**src/rtl/riscv_if_prefetch.sv**
```systemverilog
// riscv_if_prefetch: sequential instruction fetch over APB into a small
// prefetch queue. Each queue entry carries the instruction, its PC and the
// bus error flag. A redirect flushes the queue and restarts fetch; a transfer
// already on the bus when the redirect arrives finishes there but its data is
// thrown away.
module riscv_if_prefetch #(
  parameter int ADDR_W = 32,
  parameter int DATA_W = 32,
  parameter int DEPTH  = 4,
  parameter logic [ADDR_W-1:0] RESET_PC = {ADDR_W{1'b0}}
) (
  input  logic              clk,
  input  logic              reset_n,
  input  logic              redirect_i,
  input  logic [ADDR_W-1:0] redirect_pc_i,
  output logic              psel_o,
  output logic              penable_o,
  output logic [ADDR_W-1:0] paddr_o,
  output logic              pwrite_o,
  output logic [DATA_W-1:0] pwdata_o,
  input  logic              pready_i,
  input  logic [DATA_W-1:0] prdata_i,
  input  logic              pslverr_i,
  output logic              if_dec_valid_o,
  output logic [DATA_W-1:0] if_dec_instr_o,
  output logic [ADDR_W-1:0] if_dec_pc_o,
  output logic              if_dec_err_o,
  input  logic              dec_if_ready_i
);

  localparam int PTR_W = $clog2(DEPTH);
  localparam logic [PTR_W:0]   DEPTH_C = (PTR_W+1)'(DEPTH);
  localparam logic [PTR_W-1:0] PTR_ONE = {{(PTR_W-1){1'b0}}, 1'b1};
  localparam logic [ADDR_W-1:0] PC_STEP = {{(ADDR_W-3){1'b0}}, 3'b100};

  localparam logic [1:0] ST_IDLE   = 2'd0;
  localparam logic [1:0] ST_SETUP  = 2'd1;
  localparam logic [1:0] ST_ACCESS = 2'd2;

  logic [1:0]        state_r, state_next_s;
  logic [ADDR_W-1:0] fetch_pc_r, fetch_pc_next_s;
  logic [ADDR_W-1:0] paddr_r, paddr_next_s;
  logic              halted_r, halted_next_s;
  logic              stale_r, stale_next_s;
  logic              valid_r;
  logic [PTR_W:0]    count_r, count_next_s;
  logic [PTR_W-1:0]  wr_ptr_r, rd_ptr_r;

  logic [DATA_W-1:0] instr_mem_r [DEPTH];
  logic [ADDR_W-1:0] pc_mem_r    [DEPTH];
  logic              err_mem_r   [DEPTH];

  logic              complete_s, good_done_s, push_s, pop_s, issue_s;
  logic [ADDR_W-1:0] redirect_pc_aligned_s;

  assign redirect_pc_aligned_s = redirect_pc_i & ~{{(ADDR_W-2){1'b0}}, 2'b11};
  assign complete_s  = (state_r == ST_ACCESS) && pready_i;
  // A completion that belongs to the current fetch stream (not flushed).
  assign good_done_s = complete_s && !stale_r && !redirect_i;
  assign push_s      = good_done_s;
  assign pop_s       = valid_r && dec_if_ready_i && !redirect_i;

  // Queue occupancy, halt/stale flags and fetch PC for the next cycle.
  always_comb begin
    count_next_s    = count_r;
    halted_next_s   = halted_r;
    stale_next_s    = stale_r;
    fetch_pc_next_s = fetch_pc_r;
    if (redirect_i) begin
      count_next_s    = {(PTR_W+1){1'b0}};
      halted_next_s   = 1'b0;
      stale_next_s    = (state_r == ST_SETUP) || ((state_r == ST_ACCESS) && !pready_i);
      fetch_pc_next_s = redirect_pc_aligned_s;
    end else begin
      count_next_s = count_r + {{PTR_W{1'b0}}, push_s} - {{PTR_W{1'b0}}, pop_s};
      if (complete_s) begin
        stale_next_s = 1'b0;
      end else begin
        stale_next_s = stale_r;
      end
      if (good_done_s && pslverr_i) begin
        halted_next_s = 1'b1;
      end else if (good_done_s) begin
        fetch_pc_next_s = fetch_pc_r + PC_STEP;
      end else begin
        halted_next_s = halted_r;
      end
    end
  end

  // Back-to-back issue is allowed only if space remains after this cycle's push/pop.
  assign issue_s = (count_next_s < DEPTH_C) && !halted_next_s;

  // APB transfer sequencing.
  always_comb begin
    state_next_s = state_r;
    case (state_r)
      ST_IDLE: begin
        if (redirect_i || ((count_r < DEPTH_C) && !halted_r)) begin
          state_next_s = ST_SETUP;
        end else begin
          state_next_s = ST_IDLE;
        end
      end
      ST_SETUP: state_next_s = ST_ACCESS;
      ST_ACCESS: begin
        if (!pready_i) begin
          state_next_s = ST_ACCESS;
        end else if (redirect_i || issue_s) begin
          state_next_s = ST_SETUP;
        end else begin
          state_next_s = ST_IDLE;
        end
      end
      default: state_next_s = ST_IDLE;
    endcase
  end

  // Bus address is frozen while a transfer is on the bus, even across a redirect.
  always_comb begin
    if (state_next_s == ST_ACCESS) begin
      paddr_next_s = paddr_r;
    end else begin
      paddr_next_s = fetch_pc_next_s;
    end
  end

  // Control state, pointers and flags.
  always_ff @(posedge clk) begin
    if (!reset_n) begin
      state_r    <= ST_IDLE;
      fetch_pc_r <= RESET_PC;
      paddr_r    <= RESET_PC;
      halted_r   <= 1'b0;
      stale_r    <= 1'b0;
      valid_r    <= 1'b0;
      count_r    <= {(PTR_W+1){1'b0}};
      wr_ptr_r   <= {PTR_W{1'b0}};
      rd_ptr_r   <= {PTR_W{1'b0}};
    end else begin
      state_r    <= state_next_s;
      fetch_pc_r <= fetch_pc_next_s;
      paddr_r    <= paddr_next_s;
      halted_r   <= halted_next_s;
      stale_r    <= stale_next_s;
      valid_r    <= (count_next_s != {(PTR_W+1){1'b0}});
      count_r    <= count_next_s;
      if (redirect_i) begin
        wr_ptr_r <= {PTR_W{1'b0}};
        rd_ptr_r <= {PTR_W{1'b0}};
      end else begin
        if (push_s) wr_ptr_r <= wr_ptr_r + PTR_ONE;
        if (pop_s)  rd_ptr_r <= rd_ptr_r + PTR_ONE;
      end
    end
  end

  // Queue storage; contents are only visible through the valid-gated head.
  always_ff @(posedge clk) begin
    if (push_s) begin
      instr_mem_r[wr_ptr_r] <= prdata_i;
      pc_mem_r[wr_ptr_r]    <= paddr_r;
      err_mem_r[wr_ptr_r]   <= pslverr_i;
    end
  end

  // Head of queue toward decode, forced to zero when empty.
  always_comb begin
    if (valid_r) begin
      if_dec_instr_o = instr_mem_r[rd_ptr_r];
      if_dec_pc_o    = pc_mem_r[rd_ptr_r];
      if_dec_err_o   = err_mem_r[rd_ptr_r];
    end else begin
      if_dec_instr_o = {DATA_W{1'b0}};
      if_dec_pc_o    = {ADDR_W{1'b0}};
      if_dec_err_o   = 1'b0;
    end
  end

  assign if_dec_valid_o = valid_r;
  assign psel_o         = (state_r != ST_IDLE);
  assign penable_o      = (state_r == ST_ACCESS);
  assign paddr_o        = paddr_r;
  assign pwrite_o       = 1'b0;
  assign pwdata_o       = {DATA_W{1'b0}};

endmodule
```
**config.mk**
```make
export PLATFORM = sky130hd
export DESIGN_NAME = riscv_if_prefetch
export DESIGN_NICKNAME = d
export VERILOG_FILES = /design/src/rtl/riscv_if_prefetch.sv
export SDC_FILE = /design/constraint.sdc
export NUM_CORES = 1
export LEC_CHECK = 0
export ABC_AREA = 1
export CORE_UTILIZATION = 49
export DETAILED_ROUTE_END_ITERATION = 6
export PLACE_DENSITY_LB_ADDON = 0.05
export SLEW_MARGIN = 0
export SYNTH_ARGS = -nofsm -noshare
export SYNTH_HDL_FRONTEND = slang
export SYNTH_SLANG_ARGS = --single-unit
```
**constraint.sdc**
```tcl
create_clock -name clk -period 4.2 [get_ports clk]
set_clock_uncertainty 0.1 [all_clocks]
set_input_delay 0.42 -clock clk [delete_from_list [all_inputs] [get_ports clk]]
set_output_delay 0.42 -clock clk [all_outputs]
set_load 0.01 [all_outputs]
```
==> results of run 1 <==
## stage by stage
stage / utilization (%) / cell area, um2
floorplan: - / 14350
global placement: 56.91 / 16290
detailed placement: 56.91 / 16290
CTS: 60.66 / 17360
global route: 60.66 / 17360
finish: 60.66 / 17360
## worst paths after layout
kind                                     from         endpoint  slack (ps)
worst max register to register     state_r[1]      paddr_o[22]        1880
worst min-delay path            fetch_pc_r[0]    fetch_pc_r[0]         340
worst max-delay path                     flop  if_dec_pc_o[16]         920
worst min register to register  fetch_pc_r[0]    fetch_pc_r[0]         340
## cell type report
| type | instances | area [um2] |
|---|---|---|
| Tap cell | 384 | 480.5 |
| Clock inverter | 11 | 52.55 |
| Multi-Input combinational cell | 889 | 4133 |
| Timing Repair Buffer | 189 | 1962 |
| Inverter | 90 | 340.3 |
| Fill cell | 2376 | 11260 |
| Clock buffer | 49 | 1022 |
| Sequential cell | 338 | 9374 |
## cells by family after synthesis
kind of cell             Yosys count
AND/OR/NAND/NOR                  594
flip-flops                       338
AO/OA/AOI/OAI                    251
buffers and inverters            188
adder cells (fa/ha/maj)            7
XOR/XNOR                           4
other                              1
## worst register-to-register path, cell delays in order (launching register included)
cell	delay, ps
sky130_fd_sc_hd__dfxtp_1	410
sky130_fd_sc_hd__inv_2	90
sky130_fd_sc_hd__nor2_4	110
sky130_fd_sc_hd__nand4_2	440
sky130_fd_sc_hd__nor2_4	470
sky130_fd_sc_hd__nand2_1	130
sky130_fd_sc_hd__o21bai_1	150
sky130_fd_sc_hd__nand2_1	70
sky130_fd_sc_hd__nand2_1	70
sky130_fd_sc_hd__nand3_1	130
sky130_fd_sc_hd__nand2_1	110
## where the power goes
part	switching [uW]	internal, uW
clock network	1200	1700
logic	247	216
registers	98.8	3700
total	1550	5610
## state kept, by name, summed over array words and instances, names as in the netlist, 3 cells and up, named ones only
name / flops
instr_mem_r: 128
paddr_o: 32
pc_mem_r: 128
err_mem_r: 4
count_r: 3
fetch_pc_r: 32
## metal layers
metal	vias to the layer above	global-route usage [%]	routed length [um]
met3	48	3.754	1804
met1	4686	30.04	14950
met2	268	38.08	15900
met5	-	0	0
met4	0	6.656	661
li1	4938	-	-
## layout by cell type (no fill, tap or decap), types with 4 or more instances in the layout
master and count:
sky130_fd_sc_hd__o21bai_1 5, sky130_fd_sc_hd__ha_1 6, sky130_fd_sc_hd__clkinv_1 7, sky130_fd_sc_hd__a21oi_1 87, sky130_fd_sc_hd__nand3_1 66, sky130_fd_sc_hd__buf_4 12, sky130_fd_sc_hd__nand2_1 170, sky130_fd_sc_hd__conb_1 33
sky130_fd_sc_hd__nand4_1 8, sky130_fd_sc_hd__nor2_1 305, sky130_fd_sc_hd__o21ai_0 144, sky130_fd_sc_hd__nor3_4 4, sky130_fd_sc_hd__clkbuf_1 8, sky130_fd_sc_hd__clkbuf_16 38, sky130_fd_sc_hd__clkinv_2 5, sky130_fd_sc_hd__edfxtp_1 260
sky130_fd_sc_hd__dfxtp_1 76, sky130_fd_sc_hd__o22ai_1 5, sky130_fd_sc_hd__nor2_2 4, sky130_fd_sc_hd__inv_1 81, sky130_fd_sc_hd__inv_2 7, sky130_fd_sc_hd__clkdlybuf4s50_1 167, sky130_fd_sc_hd__nor2_4 9, sky130_fd_sc_hd__buf_12 10
sky130_fd_sc_hd__o211ai_1 5, sky130_fd_sc_hd__or2_2 14
==> implementation parameters, run 1 <==
Parameter                              Value

Routing
  Violation count after the first detailed-route iteration    822
  Detailed-route wire length per cell    17.08 um
  1st-pass router iterations    5
  Avg Vias per Cell    5.097
  Residual antenna-violating net count after detailed routing    0
  Drt drc    0
  Total via count after detailed routing    9940
  Final Routed Wirelength    33.32 mm

Yosys
  Share of synthesized flip-flops with an asynchronous set or reset    0%
  Yosys cell types    40
  Fraction of the mapped netlist area in compound gates    9.128%
  Main combinational cell family by area after synthesis    simple AND/OR/NAND/NOR gates
  Post-synthesis share of cell area spent on full adders, half adders and majority gates    0.6683%
  Synthesized cell area    14230 um2
  Share of the synthesized area in the top cell type    54.87%
  Cell types occupying the most area after synthesis    sky130_fd_sc_hd__edfxtp_1 55%, sky130_fd_sc_hd__dfxtp_1 11%, sky130_fd_sc_hd__nor2_1 8.2%
  Top-count cell post-synth    sky130_fd_sc_hd__nor2_1
  Area share of and/or/nand/nor cells after synthesis    17.92%
  Count of flip-flops with a built-in enable after synthesis    260
  Top cell type by total area after synthesis    sky130_fd_sc_hd__edfxtp_1
  Multiplexer share of the synthesized area    0%
  Synth Flop Type    sky130_fd_sc_hd__edfxtp_1
  Post-synth top cells    309 x sky130_fd_sc_hd__nor2_1, 260 x sky130_fd_sc_hd__edfxtp_1, 170 x sky130_fd_sc_hd__nand2_1
  Xor-xnor portion of the synthesized cell area    0.2462%
  Sequential area share after synthesis    65.85%
  YS warnings    0
  Average cell area after synthesis    10.29 um2
  Synth Instances    1383
  Synthesized flop and latch total    338

Placement
  Number of cells in the design after placement    1890
  Quantity of I/O buffers inserted on ports    167
  Detail Placement HPWL    20.34 mm
  Worst setup slack before clock tree synthesis    907.5 ps
  Global placer's final weighted congestion    0.9346

STA
  Total negative slack for setup checks    0 ps
  Max Clock Freq    304.8 MHz
  Max-slew headroom    44.28%
  Least-Margin Pin Slew    835.8 ps
  Final period utilization    78.11%
  RSZ-0062 raised after global routing    false
  Post-Route Hold Slack    343.1 ps
  Setup slack of the critical path after layout    919.6 ps
  Clock period minus worst slack    3280 ps
  Final Hold Fails    0
  Total of endpoints with negative setup slack in the final report    0
  Final Slew Violations    0

Clock network
  Number of H-tree levels    2
  CTS buffer count    36
  Resized Gates After CTS    0
  Clock tree root driver cell    sky130_fd_sc_hd__clkbuf_16
  Number of clock sinks seen by CTS    338
  Clock network latency to the later pin of the worst-skew pair    510 ps
  Count of buffers added by post-CTS timing repair for setup    0
  Clk slew on worst S/H paths    60 ps
  CTS tree    done
  Buffer depth of the longest clock path    3
  Post-CTS Hold Fix Bufs    0

Power and ir drop
  VDD IR max    272.5 uV
  Power Density    412.3 nW/um2
  Overall Power    7159 uW
  Leak Pwr    0.006474 uW

Finish
  Count of non-filler cells in the finished layout    1950
  Ratio of cells with drive above 1 in the final layout    7.535%
  Synth-to-layout area growth    22.04%
  Antenna cell count    0
  Final #Nets    1621

Worst hold path
  Worst min-delay path category    reg -> reg
  Cell count of the worst hold path    2

Critical path
  Crit-path slowest cell    sky130_fd_sc_hd__dfxtp_2
  CP bufs+invs    2
  Family with the most delay on the worst path    buffers and inverters
  Worst-case reg-to-reg path depth    10
  Cells along the critical path    buf_4, nor2_1, o21ai_0, a21oi_1, clkdlybuf4s50_1
  Delay of the slowest cell on the worst path    760 ps
  Data required time of the worst path    3680 ps
  Number of cells on the critical path    5
  Startpoint type of the worst setup path    flop
  Kind of critical path    reg -> out
  Data arrival time of the worst path    2760 ps
  Type of element capturing the critical path    output port
  Peak fanout along the critical path    41

Global route
  Wire length of the first global-routing pass    50.54 mm
  Total Routing Usage GR    22.61%
  Total congestion overflow after global routing    0
  Vias in the first global route    9368
  Largest net degree at the start of global routing    131
  Antenna violations before repair    0

Floorplan
  Core area    28630 um2
  Die area    29720 um2
  Starting utilization of the core area    49.71%
  DIE WIDTH    172.4 um
  Number of standard-cell rows in the floorplan    62
  Die Y    172.4 um
  Top-Level Pins    203

Job
  Max_cap viols    0

Status
  Status    completed
(Power assumes the default switching activity.)
==> inputs of run 2 (changes only) <==
--- a/config.mk
+++ b/config.mk
@@ -6,7 +6,7 @@
 export NUM_CORES = 1
 export LEC_CHECK = 0
 export ABC_AREA = 1
-export CORE_UTILIZATION = 49
+export CORE_UTILIZATION = 55
 export DETAILED_ROUTE_END_ITERATION = 6
 export PLACE_DENSITY_LB_ADDON = 0.05
 export SLEW_MARGIN = 0
==> constraint.sdc (replaced) <==
create_clock -name clk -period 3.35 [get_ports clk]
set_clock_uncertainty 0.1 [all_clocks]
set_input_delay 0.335 -clock clk [delete_from_list [all_inputs] [get_ports clk]]
set_output_delay 0.335 -clock clk [all_outputs]
set_load 0.01 [all_outputs]
==> run 2 against run 1 <==
Sequential share of layout area rose by 0.22 points. Die area fell by 11%. Largest power group unchanged. Global-route usage is 2.0 points higher. Clock power grew 26%. Final cell count fell by 2.5%. Critical endpoint is now if_dec_instr_o[8]. Flip-flop and latch count unchanged. Design area decreased by 0.40%.
==> implementation parameters, run 2 (synthesized netlist as in run 1, its figures left out) <==
Parameter                              Value

Status
  Status    completed (unchanged)

Global route
  Most used routing layer    met2 (unchanged)
  Met1 track demand over resource in global routing    33.53% (was 30.04%)
  Vias in the first global route    9368 (unchanged)
  Antenna violations before repair    0 (unchanged)
  Met3 Use GR    3.361% (was 3.754%)
  Total Routing Usage GR    24.62% (was 22.61%)
  Met2 global-route usage    41.10% (was 38.08%)
  Total congestion overflow after global routing    0 (unchanged)
  Largest net degree at the start of global routing    101 (was 131)
  Wire length of the first global-routing pass    49.87 mm (was 50.54 mm)

Clock network
  Count of buffers added by post-CTS timing repair for setup    0 (unchanged)
  Number of clock sinks seen by CTS    338 (unchanged)
  Clock network latency to the later pin of the worst-skew pair    500 ps (was 510 ps)
  Number of H-tree levels    2 (unchanged)
  Post-CTS Hold Fix Bufs    0 (unchanged)
  Buffer depth of the longest clock path    3 (unchanged)
  Clock tree root driver cell    sky130_fd_sc_hd__clkbuf_16 (unchanged)
  CTS tree    done (unchanged)
  Resized Gates After CTS    0 (unchanged)
  Clk slew on worst S/H paths    60 ps (about the same)
  CTS buffer count    36 (unchanged)

Critical path
  Crit-path slowest cell    sky130_fd_sc_hd__dfxtp_4 (was sky130_fd_sc_hd__dfxtp_2)
  Most prevalent standard cell on the critical path    sky130_fd_sc_hd__nor2_1
  Kind of critical path    reg -> out (unchanged)
  Startpoint type of the worst setup path    flop (unchanged)
  Peak fanout along the critical path    86 (was 41)
  Data required time of the worst path    2910 ps (was 3680 ps)
  Type of element capturing the critical path    output port (unchanged)
  Data arrival time of the worst path    2620 ps (was 2760 ps)
  Cells along the critical path    buf_12, nor2_1, nor2_1, o21ai_0, a21oi_1, clkdlybuf4s50_1 (was buf_4, nor2_1, o21ai_0, a21oi_1, clkdlybuf4s50_1)
  Delay of the slowest cell on the worst path    580 ps (was 760 ps)

STA
  Total of endpoints with negative setup slack in the final report    0 (unchanged)
  Least-Margin Pin Slew    890.1 ps (was 835.8 ps)
  Max-slew headroom    40.66% (was 44.28%)
  Clock period minus worst slack    3056 ps
  Max Clock Freq    327.3 MHz
  Final Slew Violations    0 (unchanged)
  RSZ-0062 raised after global routing    false (unchanged)
  Final Hold Fails    0 (unchanged)
  Final period utilization    91.21%
  Post-Route Hold Slack    304.4 ps (was 343.1 ps)
  Total negative slack for setup checks    0 ps (unchanged)

Job
  Max_cap viols    0 (unchanged)

Finish
  Total of fill cells in the finished design    1991 (was 2376)
  Synth-to-layout area growth    21.55% (was 22.04%)
  Most frequent cells in the layout    305 x sky130_fd_sc_hd__nor2_1, 260 x sky130_fd_sc_hd__edfxtp_1, 170 x sky130_fd_sc_hd__nand2_1 (unchanged)
  Largest registers ranked by flip-flop count    instr_mem_r: 128 flops, pc_mem_r: 128 flops (unchanged)
  Combined area of the multi-input logic cells    4133 um2 (unchanged)
  Total area of sequential cells    9374 um2 (unchanged)
  Antenna cell count    0 (unchanged)
  Ratio of cells with drive above 1 in the final layout    7.952% (was 7.535%)
  Final #Nets    1624 (was 1621)
  Most common cell after layout, fill and taps aside    sky130_fd_sc_hd__nor2_1 (unchanged)

Power and ir drop
  Leak Pwr    0.006485 uW (was 0.006474 uW)
  Switching power share of the total    21.56% (was 21.59%)
  Power Density    519.8 nW/um2 (was 412.3 nW/um2)
  Int Pwr    7052 uW (was 5614 uW)
  VDD IR max    357.2 uV (was 272.5 uV)
  NetSw    1939 uW (was 1545 uW)
  Part of the power in registers    53.0% (was 53.1%)
  Power share of the clock group    40.5% (was 40.4%)
  Combinational cell fraction of total power    6.5% (about the same)

Floorplan
  Core area    25250 um2 (was 28630 um2)
  Die Y    162.8 um (was 172.4 um)
  DIE WIDTH    162.8 um (was 172.4 um)
  Number of standard-cell rows in the floorplan    58 (was 62)
  Die area    26520 um2 (was 29720 um2)
  Starting utilization of the core area    56.34% (was 49.71%)
  Top-Level Pins    203 (unchanged)

Routing
  Final Routed Wirelength    32.38 mm (was 33.32 mm)
  Detailed-route wire length per cell    17.03 um (was 17.08 um)
  Avg Vias per Cell    5.267 (was 5.097)
  Total via count after detailed routing    10018 (was 9940)
  1st-pass router iterations    5 (unchanged)
  Drt drc    0 (unchanged)
  Violation count after the first detailed-route iteration    812 (was 822)
  Residual antenna-violating net count after detailed routing    0 (unchanged)

Placement
  Detail Placement HPWL    19.77 mm (was 20.34 mm)
  Quantity of I/O buffers inserted on ports    167 (unchanged)
  Global placer's final weighted congestion    0.9377 (was 0.9346)

Worst hold path
  Worst min-delay path category    in -> reg (was reg -> reg)
[run 2: cell count changes in the layout (fill, tap and decap cells not counted), sizes merged]
| cell | change |
|---|---|
| clkinvlp | +3 |
| inv | -1 |
| clkinv | +2 |
| clkbuf | -2 |
| buf | +3 |
| bufinv | +1 |
[run 2: final timing paths]
| check | startpoint | cells after the start | to | slack, ps |
|---|---|---|---|---|
| worst max register to register | state_r[0] | 12 | if_dec_valid_o | 1060 |
| worst min register to register | fetch_pc_r[0] | 2 | fetch_pc_r[0] | 340 |
| worst min-delay path | redirect_pc_i[2] | 3 | fetch_pc_r[2] | 300 |
| worst max-delay path | flop | 6 | if_dec_instr_o[8] | 290 |
[run 2: metal layers]
metal | share of wire [%] | vias to the layer above | wire length [um]
met5 | 0 | - | 0
met4 | 1.9 | 0 | 617
met3 | 4.9 | 42 | 1601
met2 | 49 | 287 | 15830
met1 | 44 | 4738 | 14330
li1 | - | 4951 | -
[run 2: worst max-delay path: cells and delay by family, from the launching register on]
| kind | cells | cell delay, ps |
|---|---|---|
| AOI/OAI and AO/OA | 2 | 300 |
| buffers and inverters | 2 | 940 |
| DFF | 1 | 580 |
| and+or+nand+nor | 2 | 230 |
[run 2: final cells by class]
class / instances / share of cell area, %
Clock buffer: 47 / 5.686
Clock inverter: 16 / 0.6077
Inverter: 90 / 1.968
Multi-Input combinational cell: 889 / 23.89
Sequential cell: 338 / 54.20
Tap cell: 330 / 2.387
Timing Repair Buffer: 192 / 11.26
[run 2: power groups by stage]
stage | logic (uW) | clock network, uW | registers [uW]
floorplan | 278 | 0 | 4830
global placement | 574 | 0 | 4840
detailed placement | 582 | 0 | 4850
CTS | 585 | 3700 | 4760
global route | 638 | 3860 | 4780
finish | 583 | 3640 | 4760
[run 2: per-stage QoR]
| stage | worst slack [ps] | std cells | area, um2 | utilization (%) | power, uW |
|---|---|---|---|---|---|
| after global routing | 143.9 | 1902 | 17300 | 68.48 | 9278 |
| after floorplan | -814.9 | 1415 | 14350 | - | 5110 |
| after global placement | 399.1 | 1839 | 16210 | 64.17 | 5418 |
| after CTS | 284.4 | 1902 | 17300 | 68.48 | 9044 |
| after detailed placement | 359.0 | 1839 | 16210 | 64.17 | 5430 |
| final | 294.5 | 1902 | 17300 | 68.48 | 8990 |
